File: src/rtl/stack_frame_writer.sv
// stack_frame_writer: streams entries into stack frame words base+1.. then writes the entry count as header at base
module stack_frame_writer #(
  parameter int DATA_WIDTH  = 10,
  parameter int ADDR_WIDTH  = 12,
  parameter int FRAME_DEPTH = 128
) (
  input  logic                  clk,
  input  logic                  rst,
  input  logic                  clr,
  input  logic                  start,
  input  logic [ADDR_WIDTH-1:0] frame_baddr,
  input  logic                  in_valid,
  input  logic [DATA_WIDTH-1:0] in_data,
  input  logic                  in_last,
  input  logic                  close,
  output logic                  in_ready,
  output logic                  mem_wr_en,
  output logic [ADDR_WIDTH-1:0] mem_waddr,
  output logic [DATA_WIDTH-1:0] mem_wdata,
  output logic                  busy,
  output logic                  done,
  output logic [DATA_WIDTH-1:0] count,
  output logic                  overflow
);
  if (FRAME_DEPTH - 1 >= (1 << DATA_WIDTH)) begin : g_chk
    $error("FRAME_DEPTH-1 does not fit in DATA_WIDTH");
  end
  localparam logic [DATA_WIDTH-1:0] CAP = DATA_WIDTH'(FRAME_DEPTH - 1);
  typedef enum logic [1:0] {IDLE, FILL, COMMIT, DONE} state_t;
  state_t                state_q, state_d;
  logic [ADDR_WIDTH-1:0] base_q, base_d, waddr_q, waddr_d;
  logic [DATA_WIDTH-1:0] cnt_q, cnt_d, wdata_q, wdata_d;
  logic                  ovf_q, ovf_d, wr_en_q, wr_en_d;
  always_comb begin
    state_d = state_q;
    base_d  = base_q;
    cnt_d   = cnt_q;
    ovf_d   = ovf_q;
    wr_en_d = 1'b0;
    waddr_d = waddr_q;
    wdata_d = wdata_q;
    case (state_q)
      IDLE: if (start) begin
        state_d = FILL;
        base_d  = frame_baddr;
        cnt_d   = '0;
        ovf_d   = 1'b0;
      end
      FILL: begin
        if (in_valid) begin
          if (cnt_q == CAP) ovf_d = 1'b1;
          else begin
            wr_en_d = 1'b1;
            waddr_d = base_q + ADDR_WIDTH'(1) + ADDR_WIDTH'(cnt_q);
            wdata_d = in_data;
            cnt_d   = cnt_q + DATA_WIDTH'(1);
          end
        end
        if ((in_valid && in_last) || close) state_d = COMMIT;
      end
      COMMIT: begin
        wr_en_d = 1'b1;
        waddr_d = base_q;
        wdata_d = cnt_q;
        state_d = DONE;
      end
      DONE: state_d = IDLE;
      default: state_d = IDLE;
    endcase
  end
  always_ff @(posedge clk) begin
    if (rst || clr) begin
      state_q <= IDLE;
      base_q  <= '0;
      cnt_q   <= '0;
      ovf_q   <= 1'b0;
      wr_en_q <= 1'b0;
      waddr_q <= '0;
      wdata_q <= '0;
    end else begin
      state_q <= state_d;
      base_q  <= base_d;
      cnt_q   <= cnt_d;
      ovf_q   <= ovf_d;
      wr_en_q <= wr_en_d;
      waddr_q <= waddr_d;
      wdata_q <= wdata_d;
    end
  end
  assign in_ready  = state_q == FILL;
  assign busy      = state_q != IDLE;
  assign done      = state_q == DONE;
  assign count     = cnt_q;
  assign overflow  = ovf_q;
  assign mem_wr_en = wr_en_q;
  assign mem_waddr = waddr_q;
  assign mem_wdata = wdata_q;
endmodule

File: config.mk
export PLATFORM = sky130hd
export DESIGN_NAME = stack_frame_writer
export DESIGN_NICKNAME = d
export VERILOG_FILES = /design/src/rtl/stack_frame_writer.sv
export SDC_FILE = /design/constraint.sdc
export NUM_CORES = 1
export LEC_CHECK = 0
export ABC_AREA = 1
export ABC_CLOCK_PERIOD_IN_PS = 2800
export CORE_UTILIZATION = 50
export CTS_BUF_LIST = sky130_fd_sc_hd__clkbuf_4 sky130_fd_sc_hd__clkbuf_8 sky130_fd_sc_hd__clkbuf_16
export CTS_CLUSTER_SIZE = 25
export DETAILED_ROUTE_END_ITERATION = 6
export PLACE_DENSITY = 0.87
export SYNTH_ARGS = -nofsm -noshare
export SYNTH_HDL_FRONTEND = slang
export SYNTH_SLANG_ARGS = --single-unit
File: constraint.sdc
create_clock -name clk -period 2.8 [get_ports clk]
set_clock_uncertainty 0.15 [all_clocks]
set_input_delay 0.28 -clock clk [delete_from_list [all_inputs] [get_ports clk]]
set_output_delay 0.28 -clock clk [all_outputs]
set_load 0.02 [all_outputs]
==> flow_metrics.tcl, run 1 <==
set metrics [dict create \
    firstDrtPassIters 5 \
    routed_wirelength_um 7445 \
    critical_path_class "register to output pin" \
    antenna_found_initial 0 \
    endpoint_kind "output pin" \
    die-area_mm2 0.005868 \
    dp.cells 542 \
    root_buffer "clkbuf_8" \
    syn_area_per_cell_um2 6.673 \
    cts_resized 0 \
    final_util 0.6804 \
    dieWidth_um 76.60 \
    fin_crit_ps 2267 \
    total_power_mw 1.431 \
    grt_max_degree 35 \
    outcome "completed" \
    p_leak_nw 1.492 \
    vias 2916 \
    portBuffers 65 \
    ir_worst_vdd_uv 265.8 \
    cts-htree-levels 2 \
    dp_hpwl_um 5594 \
    ys_seq_area_frac 0.3453 \
    drc_errors 0 \
    synth_area_leaders "dfxtp_1 35%, nand2_1 14%, ha_1 6.7%" \
    yosysTopAreaCell "dfxtp_1" \
    rsz0062_at_grt "no" \
    slew_headroom 0.6426 \
    num_rows 26 \
    p_int_mw 1.038 \
    ys_warn_count 0 \
    synth-seq-cells 48 \
    start_util 0.5313 \
    diodes 0 \
    area_growth_pct 28.06 \
    required_ps 2370 \
    wl_per_cell_um 13.54 \
    cp_max_fo 9 \
    combPwrFrac 0.188 \
    cts_sinks 48 \
    cts_hold_buf 0 \
    post_cts_buffers 0 \
    period_share 0.8096 \
    overflow 0 \
    syn_area_mm2 0.002783 \
    first_global_vias 2674 \
    setup_violations 0 \
    track_usage 0.2673 \
    layout_common_cells "107 x nand2_1, 65 x clkdlybuf4s50_1, 48 x inv_1, 48 x dfxtp_1, 43 x nor2_1" \
    critical_path.startpoint "state_q[1]$_SDFFE_PP0P_" \
    vias_per_cell 5.302 \
    clock_latency_ps 300 \
    ys_types 30 \
    drt_iter0_drc 181 \
    synthCells 417 \
    fillCellCount 481 \
    fin_tns_setup_ps 0 \
    path_clk_slew_ps 80 \
    pwr-share-seq 0.504 \
    ios 66 \
    finalNetCount 524 \
    endpoint "in_ready" \
    maxSlewViolCount 0 \
    fp.dieH_um 76.60 \
    max-cap-violations 0 \
    layout_commonest_cell "nand2_1" \
    synth_fp_nets 462 \
    whs_ps 318.1 \
    arrival_ps 1840 \
    cp-start-kind "register" \
    hp-class "register to register" \
    instances_no_fill 550 \
    r2r-start "state_q[1]$_SDFFE_PP0P_" \
    cts_buffer_depth 2 \
    numCtsBuffers 5 \
    gp_congestion 0.9193 \
    powerDensity_mw_per_mm2 401.5 \
    synth.top_cell.area_share 0.3453 \
    cts_tree "done" \
    swShare 0.2743 \
    drive_above_1_share 0.05625 \
    worstMarginPinSlew_ps 536.0 \
    reg2reg_depth 9 \
    fmax_mhz 441.2 \
    ant_nets 0 \
    hold_viol_final 0 \
    grt_pass1_wl_um 12500 \
    clockPowerShare 0.308 \
    core_area_mm2 0.005238 \
    r2r-end "mem_waddr[7]$_SDFFE_PP0P_" \
    power.switching_mw 0.3924 \
    reg2reg_setup_slack_ps 570 \
]
## per-layer routing
metal | part of all wire | vias up | track usage | wire (um)
met5 | 0 | - | 0 | 0
met4 | 0.026 | 0 | 0.1250 | 193
met3 | 0.058 | 18 | 0.04551 | 430
met2 | 0.47 | 124 | 0.4360 | 3465
met1 | 0.45 | 1293 | 0.3419 | 3355
li1 | - | 1481 | - | -
## power groups by stage
stage                     logic [mW]  clock network, mW  registers (mW)
after floorplan                0.157                  0           0.748
after detailed placement       0.268                  0           0.736
after global routing           0.298              0.490           0.724
final                          0.269              0.441           0.720
after global placement         0.263                  0           0.736
after CTS                      0.269              0.450           0.720
## worst max-delay path: stages (launching register included)
cell and delay (ps):
dfxtp_1 340, inv_1 100, ha_1 420, clkdlybuf4s50_1 690
## synth_stat cells
master,instances
a41oi_1,1
nor2_1,43
inv_1,48
xnor2_1,4
o21bai_1,1
a211oi_1,1
nor2_4,1
dfxtp_1,48
o21ai_2,2
o21ai_1,3
ha_1,15
clkinv_1,1
clkbuf_1,8
buf_6,4
a31oi_1,12
o21a_1,1
a21oi_1,24
nand4_1,6
nand3_1,28
inv_2,3
nand2_2,4
nor2_2,3
o21ai_0,35
nand3_2,1
fa_1,1
nand3b_1,2
a21oi_2,1
nand2_1,107
nor3_1,7
buf_2,2
## metrics by stage
stage          area [um2]  worst slack (ps)
2_1_floorplan        2783             677.8
3_3_place_gp         3466             643.9
3_5_place_dp         3466             605.8
4_1_cts              3563             547.8
5_1_grt              3563             319.6
6_report             3563             533.2
## cell type report
cell class,count,area (um2),area share
timing repair buffer,69,680.7,0.1910
multi-input combinational,303,1541,0.4326
tap,70,87.58,0.02458
clock buffer,8,97.59,0.02739
sequential,48,960.9,0.2697
inverter,52,195.2,0.05478
## registers in the layout (all words and copies together), names as in the netlist
register	cells
base_q	12
mem_waddr	12
count	10
mem_wdata	10
state_q	2
mem_wr_en	1
overflow	1
## worst min-delay path by stage
stage                                   start                        end  cells after the start
floorplan                          in_data[0]  mem_wdata[0]$_SDFFE_PP0P_                      2
finish              mem_waddr[9]$_SDFFE_PP0P_  mem_waddr[9]$_SDFFE_PP0P_                      2
global route        mem_waddr[9]$_SDFFE_PP0P_  mem_waddr[9]$_SDFFE_PP0P_                      2
CTS                 mem_waddr[9]$_SDFFE_PP0P_  mem_waddr[9]$_SDFFE_PP0P_                      2
detailed placement  mem_waddr[9]$_SDFFE_PP0P_  mem_waddr[9]$_SDFFE_PP0P_                      2
global placement    mem_waddr[9]$_SDFFE_PP0P_  mem_waddr[9]$_SDFFE_PP0P_                      2
## logic make-up (layout without fill, tap and decap cells)
logic type	Yosys count	after routing	synth area share
buffers and inverters	66	129	0.1007
AND/OR/NAND/NOR	202	202	0.3076
XOR/XNOR	4	4	0.01259
adder cells (fa/ha/maj)	16	16	0.07464
flip-flops	48	48	0.3453
AO/OA/AOI/OAI	81	81	0.1592
Note: power is estimated with default switching activity, not from simulation.
==> run 2, diff against run 1 <==
--- a/config.mk
+++ b/config.mk
@@ -6,7 +6,7 @@
 export NUM_CORES = 1
 export LEC_CHECK = 0
 export ABC_AREA = 1
-export ABC_CLOCK_PERIOD_IN_PS = 2800
+export ABC_CLOCK_PERIOD_IN_PS = 2150
 export CORE_UTILIZATION = 50
 export CTS_BUF_LIST = sky130_fd_sc_hd__clkbuf_4 sky130_fd_sc_hd__clkbuf_8 sky130_fd_sc_hd__clkbuf_16
 export CTS_CLUSTER_SIZE = 25
==> constraint.sdc (replaced) <==
create_clock -name clk -period 2.15 [get_ports clk]
set_clock_uncertainty 0.15 [all_clocks]
set_input_delay 0.215 -clock clk [delete_from_list [all_inputs] [get_ports clk]]
set_output_delay 0.215 -clock clk [all_outputs]
set_load 0.02 [all_outputs]
==> run 2 against run 1 <==
  * Hold slack improved by 2.6 ps
  * Sequential power up 30%
  * Final cell count rose by 1.5%
  * Clock power is 59% higher
  * Sequential share of layout area shrank 1.0 points
  * Core utilization grew 2.8 points
  * Via count grew 1.7%
  * Sequential cell count did not move
  * Critical path depth rose by 10
  * Clock-buffer cell count decreased by 2
  * Non-clock buffer count grew 8
  * Combinational power is 40% higher
==> flow_metrics.tcl, run 2 (synthesis gave the netlist of run 1 again) <==
set metrics [dict create \
    outcome "completed" \
    powerDensity_mw_per_mm2 543.8 \
    setup_violations 0 \
    cp-start-kind "register" \
    dp_hpwl_um 5601 \
    track_usage 0.2651 \
    fp.dieH_um 76.60 \
    ir_worst_vdd_uv 371.0 \
    portBuffers 65 \
    hold_viol_final 0 \
    overflow 0 \
    fin_crit_ps 2019 \
    hold_depth 2 \
    drt_iter0_drc 243 \
    die-area_mm2 0.005868 \
    critical_path.startpoint "count[0]$_SDFFE_PP0P_" \
    pwr-share-seq 0.466 \
    cp_max_fo 3 \
    drive_above_1_share 0.08197 \
    layout_common_cells "107 x nand2_1, 64 x clkdlybuf4s50_1, 47 x inv_1, 47 x dfxtp_1, 43 x nor2_1" \
    wl_per_cell_um 13.40 \
    gp_congestion 0.8901 \
    vias 2965 \
    grt_max_degree 35 \
    firstDrtPassIters 4 \
    p_int_mw 1.464 \
    clock_latency_ps 300 \
    num_rows 26 \
    fin_tns_setup_ps 0 \
    cts-htree-levels 2 \
    numCtsBuffers 5 \
    vias_per_cell 5.314 \
    p_leak_nw 1.573 \
    ant_nets 0 \
    routed_wirelength_um 7475 \
    r2r-end "mem_waddr[6]$_SDFFE_PP0P_" \
    slew_headroom 0.7091 \
    cts_buffer_depth 2 \
    diodes 0 \
    required_ps 2200 \
    swShare 0.2739 \
    combPwrFrac 0.187 \
    cts_sinks 48 \
    clockPowerShare 0.347 \
    first_global_vias 2719 \
    r2r-start "count[0]$_SDFFE_PP0P_" \
    post_cts_buffers 0 \
    ios 66 \
    path_clk_slew_ps 100 \
    reg2reg_depth 13 \
    root_buffer "clkbuf_8" \
    drc_errors 0 \
    dieWidth_um 76.60 \
    final_util 0.7081 \
    antenna_found_initial 0 \
    core_area_mm2 0.005238 \
    rsz0062_at_grt "no" \
    area_growth_pct 33.27 \
    worstMarginPinSlew_ps 433.0 \
    power.switching_mw 0.5524 \
    hp-class "register to register" \
    endpoint_kind "register" \
    worstHoldStart "mem_waddr[8]$_SDFFE_PP0P_" \
    hold_end "mem_waddr[8]$_SDFFE_PP0P_" \
    reg2reg_setup_slack_ps 130 \
    maxSlewViolCount 0 \
    grt_pass1_wl_um 12470 \
    cts_tree "done" \
    start_util 0.5313 \
    finalNetCount 532 \
    max-cap-violations 0 \
    period_share 0.9390 \
    critical_path_class "register to register" \
    layout_commonest_cell "nand2_1" \
    arrival_ps 2070 \
    fmax_mhz 495.3 \
]
-- run 2: changes by cell type in the layout (fill, tap and decap cells not counted), moves of 2 or more --
cell / change
buf_4: +7
clkbuf_4: -2
o21ai_2: -2
o21ai_4: +2
-- run 2: how the worst max path moves through the flow --
stage                                           end  cells past startpoint
after detailed placement      count[5]$_SDFFE_PP0P_                     10
after floorplan           mem_waddr[6]$_SDFFE_PP0P_                     13
final                     mem_waddr[6]$_SDFFE_PP0P_                     13
after global placement        count[5]$_SDFFE_PP0P_                     10
after CTS                     count[5]$_SDFFE_PP0P_                     10
after global routing          count[3]$_SDFFE_PP0P_                     10
-- run 2: final cells by class --
type	count	area [um2]
fillers	444	1529
well taps	70	87.58
flip-flops and latches	48	962.2
inverters	52	195.2
clock buffers	6	82.58
multi-input cells	303	1587
repair buffers	77	755.7
clock inverters	2	38.79
-- run 2: metrics by stage --
stage	hold slack [ps]	std cells	instance area, um2	power (mW)	setup slack, ps
4_1_cts	321.7	558	3662	2.008	29.19
2_1_floorplan	225.3	417	2783	1.179	27.78
3_3_place_gp	303.7	550	3538	1.313	182.1
5_1_grt	333.1	558	3709	2.106	3.474
3_5_place_dp	308.1	550	3538	1.321	52.20
6_report	320.7	558	3709	2.017	131.2
-- run 2: critical path, stage by stage, from the launching register on --
cell	delay (ps)
dfxtp_1	350
inv_1	70
ha_1	220
fa_1	410
inv_1	90
nand3_1	90
nand3_2	110
nand2_1	70
nand2_1	60
nand2_1	50
nand3_1	60
nand3_1	70
nand2_1	80
nor2_1	40
-- run 2: routing by layer --
layer | part of all wire | up-vias | wire, um | GRT usage
li1 | - | 1504 | - | -
met1 | 0.45 | 1339 | 3342 | 0.3439
met2 | 0.47 | 107 | 3500 | 0.4495
met3 | 0.062 | 15 | 467 | 0.03713
met4 | 0.022 | 0 | 165 | 0.08846
met5 | 0 | - | 0 | 0
-- run 2: power groups by stage --
stage	combinational [mW]	clock, mW	sequential (mW)
floorplan	0.205	0	0.974
global placement	0.356	0	0.957
detailed placement	0.362	0	0.959
CTS	0.365	0.704	0.938
global route	0.414	0.749	0.944
finish	0.377	0.700	0.939
-- run 2: what timing repair did --
action / in CTS / in global routing
setup endpoints to repair: 1 / 13
pin swaps: 0 / 0
gates resized for setup: 1 / 10
hold buffers: 0 / 0
==> edit 1, RTL diff (flow settings as in run 1) <==
Compare `cnt_q` against `CAP` with >= in place of ==.
--- a/src/rtl/stack_frame_writer.sv
+++ b/src/rtl/stack_frame_writer.sv
@@ -48,7 +48,7 @@
       end
       FILL: begin
         if (in_valid) begin
-          if (cnt_q == CAP) ovf_d = 1'b1;
+          if (cnt_q >= CAP) ovf_d = 1'b1;
           else begin
             wr_en_d = 1'b1;
             waddr_d = base_q + ADDR_WIDTH'(1) + ADDR_WIDTH'(cnt_q);
Function: no difference found for any inputs over 4 cycles, from zero or initial values; that may be too few to reach the edited logic, so the function may still have changed.
==> edit 1 against run 1 <==
  * Wire length shrank 4.9%
  * Sequential cell count is the same
  * Clock power grew 58%
  * Final area is essentially flat
  * Worst setup slack lost 0.079 ns
  * Synthesized area shrank 2.4%
  * Register-to-register slack lost 0.12 ns
  * Die area shrank 2.3%
  * Combinational power grew 24%
  * Total power grew 23%
  * Critical path depth grew 6
  * Synthesized cell count shrank 0.72%
  * Sequential share of layout area is essentially flat
  * Critical path type is now reg2reg
  * Critical endpoint is now count[5]
  * Largest power group unchanged
==> edit 1: results (changes against run 1) <==
| Metric | Value |
|---|---|
| Routability congestion estimate | 0.903 (-1.8%) |
| Post-synth cell types | 28 (-6.7%) |
| CP max-delay cell | a21oi_1 |
| Clock Root Buffer | clkbuf_8 |
| DP HPWL | 5150 um (-8.0%) |
| # H-tree levels | 2 (unchanged) |
| # diodes | 0 (unchanged) |
| Drt initial violations | 114 (-37%) |
| Top cell types by occurrence after synthesis | nand2_1, nor2_1, dfxtp_1 |
| CP Max Fanout | 11 (+2) |
| Initial antenna violation count | 0 (unchanged) |
| Outcome | complete, no violations |
| Most common flop cell mapped by yosys | dfxtp_1 |
| Layout cells sized above 1 | 0.0482 (-0.00803) |
| Peak supply drop | 295 uV (+11%) |
| DRC Markers | 0 (unchanged) |
| Setup bufs post-CTS | 0 (unchanged) |
| Port Buffer Count | 65 (unchanged) |
| Post-synthesis net count | 459 (-0.65%) |
| Overall routing resource usage | 0.263 (-0.00444) |
| Vias in the first global route | 2477 (-7.4%) |
| First-pass GRT wire length | 11200 um (-10%) |
| Final nets | 521 (-0.57%) |
| Worst endpoint data arrival time | 2.39 ns (+0.55 ns) |
| Vias | 2761 (-5.3%) |
| Largest cells by area after synthesis | dfxtp_1, nand2_1, nor2_1 |
| Pleak | 1.50 nW (+0.78%) |
| Ys async rst share | 0 (unchanged) |
| Detailed-router iteration count before antenna repair | 4 (-1) |
| Post-CTS sizing | 0 (unchanged) |
| Seq/Total Area, Yosys | 0.354 (+0.00843) |
| Slew margin rel. | 0.469 (-0.174) |
| Largest net degree at the start of global routing | 34 (-2.9%) |
| Worst-skew pair later-pin latency | 0.31 ns |
| CP peak stage delay | 0.62 ns (-0.07 ns) |
| Post-Route WL | 7080 um (-4.9%) |
-- edit 1: per-stage QoR --
step,worst slack (ns),total power [mW],cells,cell area [um2]
4_1_cts,0.483,1.76,547,3560
5_1_grt,0.260,1.83,547,3560
2_1_floorplan,0.761,0.957,414,2720
3_5_place_dp,0.472,1.08,539,3400
3_3_place_gp,0.576,1.07,539,3400
6_report,0.455,1.76,547,3560
-- edit 1: final cells by class --
cell class | instances | area, um2
clock buffer | 5 | 68.8
clock inverter | 3 | 90.1
inverter | 47 | 176
fill | 460 | 1610
tap | 70 | 87.6
multi-input combinational | 306 | 1510
timing repair buffer | 68 | 673
sequential | 48 | 961
-- edit 1: final timing paths --
path,to,cells after the start,slack (ns),start
worst max register to register,count[5],9,0.45,state_q[1]
worst min-delay path,mem_waddr[9],2,0.32,mem_waddr[9]
worst min register to register,mem_waddr[9],2,0.32,mem_waddr[9]
worst max-delay path,count[5],9,0.45,state_q[1]
-- edit 1: cells by family after synthesis --
group | synth area share
AO/OA/AOI/OAI | 0.145
XOR/XNOR | 0.0226
adder cells (fa/ha/maj) | 0.0765
buffers and inverters | 0.0930
flip-flops | 0.354
AND/OR/NAND/NOR | 0.309
-- edit 1: power breakdown --
part           switching (mW)  leakage, nW  internal [mW]  total [mW]
clock                   0.250       0.0784          0.447       0.697
combinational           0.198         1.04          0.136       0.334
sequential             0.0196        0.390          0.711       0.730
-- edit 1: critical path, delay by kind of cell (launching register included) --
kind | cells | cell delay, ns
AO/OA/AOI/OAI | 3 | 0.76
AND/OR/NAND/NOR | 3 | 0.48
buffers and inverters | 2 | 0.22
adder cells (fa/ha/maj) | 1 | 0.26
flip-flops | 1 | 0.36
-- edit 1: routing by layer --
layer / wire length [um] / vias to the layer above / part of all wire / track usage
li1: - / 1436 / - / -
met1: 3210 / 1223 / 0.45 / 0.338
met2: 3320 / 94 / 0.47 / 0.446
met3: 469 / 8 / 0.066 / 0.0516
met4: 85 / 0 / 0.012 / 0.0802
met5: 0 / - / 0 / 0
==> edit 2, RTL diff (flow settings as in run 1) <==
Made on the original files. Change the parameter `ADDR_WIDTH` from 12 to 13.
--- a/src/rtl/stack_frame_writer.sv
+++ b/src/rtl/stack_frame_writer.sv
@@ -1,7 +1,7 @@
 // stack_frame_writer: streams entries into stack frame words base+1.. then writes the entry count as header at base
 module stack_frame_writer #(
   parameter int DATA_WIDTH  = 10,
-  parameter int ADDR_WIDTH  = 12,
+  parameter int ADDR_WIDTH  = 13,
   parameter int FRAME_DEPTH = 128
 ) (
   input  logic                  clk,
Interface: changed (resized frame_baddr and mem_waddr); port bits go from 66 to 68. No check against the original RTL was run, so the function may have changed too.
==> edit 2 against run 1 <==
  * Synthesized area up 1.6%
  * Sequential cell count up 2
  * Final area up 3.1%
  * Global-route usage up 0.34 points
  * Wire length down 0.19%
  * Critical endpoint unchanged
  * Sequential power up 4.7%
  * Total power up 9.1%
  * First-iteration DRC count up 47%
  * Worst setup slack worse by 0.056 ns
  * Count of clock-buffer cells in the layout down 1
  * Largest cell class unchanged
  * Hold slack better by 0.021 ns
  * Cell count up 1.5%
==> edit 2: results (changes against run 1) <==
| Metric | Value |
|---|---|
| Reg2Reg Depth | 8 (-1) |
| First-pass GRT wire length | 12900 um (+3.0%) |
| Routability congestion estimate | 0.886 (-3.6%) |
| Worst endpoint data arrival time | 1.89 ns (+0.05 ns) |
| Clock Root Buffer | clkbuf_8 |
| Synth Area in Compound Gates | 0.164 (+0.00499) |
| Post-Route WL | 7430 um (-0.19%) |
| Layout cells sized above 1 | 0.0556 (-0.000694) |
| Largest cells by area after synthesis | dfxtp_1, nand2_1, o21ai_0 |
| Post-Synth Adder-Cell Area | 0.0735 (-0.00119) |
| Overall routing resource usage | 0.271 (+0.00340) |
| Drt initial violations | 266 (+47%) |
| Detailed-router iteration count before antenna repair | 4 (-1) |
| Hold slack | 0.339 ns (+0.0214 ns) |
| Port Buffer Count | 67 (+3.1%) |
| Seq/Total Area, Yosys | 0.354 (+0.00866) |
| Fillers | 517 (+7.5%) |
| Reg2Reg Launch Point | state_q[0] |
| XOR/XNOR Fraction of Synth Area | 0.0124 (-0.000201) |
| Vias in the first global route | 2845 (+6.4%) |
| Largest net degree at the start of global routing | 38 (+8.6%) |
| Final nets | 531 (+1.3%) |
| Hold_sp | mem_waddr[6] |
| DP Area | 3560 um2 (+2.7%) |
| Outcome | complete, no violations |
| Pleak | 1.54 nW (+3.0%) |
| Post-CTS sizing | 0 (unchanged) |
| Worst-Margin Slew | 0.490 ns (-0.0461 ns) |
| WHS Endpoint | mem_waddr[6] |
| Post-synth cell types | 34 (+13%) |
| Top cell types by occurrence after synthesis | nand2_1, nor2_1, dfxtp_1 |
[edit 2: layer usage]
| layer | wire length, um | part of all wire | vias up | GRT usage |
|---|---|---|---|---|
| met5 | 0 | 0 | - | 0 |
| met4 | 188 | 0.025 | 0 | 0.111 |
| met3 | 551 | 0.074 | 17 | 0.0429 |
| met2 | 3360 | 0.45 | 119 | 0.438 |
| met1 | 3330 | 0.45 | 1298 | 0.356 |
| li1 | - | - | 1503 | - |
[edit 2: worst max path at each step]
stage,startpoint,endpoint,cells after the start
floorplan,count[0],mem_waddr[8],11
global placement,count[0],mem_waddr[12],14
detailed placement,start,count[8],7
CTS,state_q[1],in_ready,3
global route,state_q[0],count[8],8
finish,state_q[1],in_ready,3
[edit 2: kinds of logic (layout without fill, tap and decap cells)]
logic type                 after synthesis  in the layout
and+or+nand+nor                        206            206
AOI/OAI and AO/OA                       83             83
buffers and inverters                   63            127
DFF                                     50             50
adders and majority gates               16             16
xor gates and xnor gates                 4              4
[edit 2: area by class of cell]
| type | instances | area (um2) | share of cell area |
|---|---|---|---|
| sequential | 50 | 1000 | 0.272 |
| clock buffer | 7 | 83.8 | 0.0228 |
| inverter | 47 | 181 | 0.0494 |
| multi-input combinational | 309 | 1580 | 0.430 |
| tap | 72 | 90.1 | 0.0245 |
| timing repair buffer | 72 | 708 | 0.193 |
| clock inverter | 1 | 30.0 | 0.00817 |
[edit 2: through the flow]
step                 util  power (mW)  setup WS, ns  cells
finish              0.671        1.56         0.478    558
CTS                 0.671        1.56         0.478    558
global route        0.671        1.63         0.270    558
global placement    0.650        1.04         0.644    550
detailed placement  0.650        1.05         0.574    550
floorplan               -       0.936         0.683    422
[edit 2: where the power goes]
part	switching (mW)	leakage [nW]	internal, mW
Clock	0.239	0.0593	0.287
Sequential	0.0189	0.406	0.736
Combinational	0.161	1.07	0.119
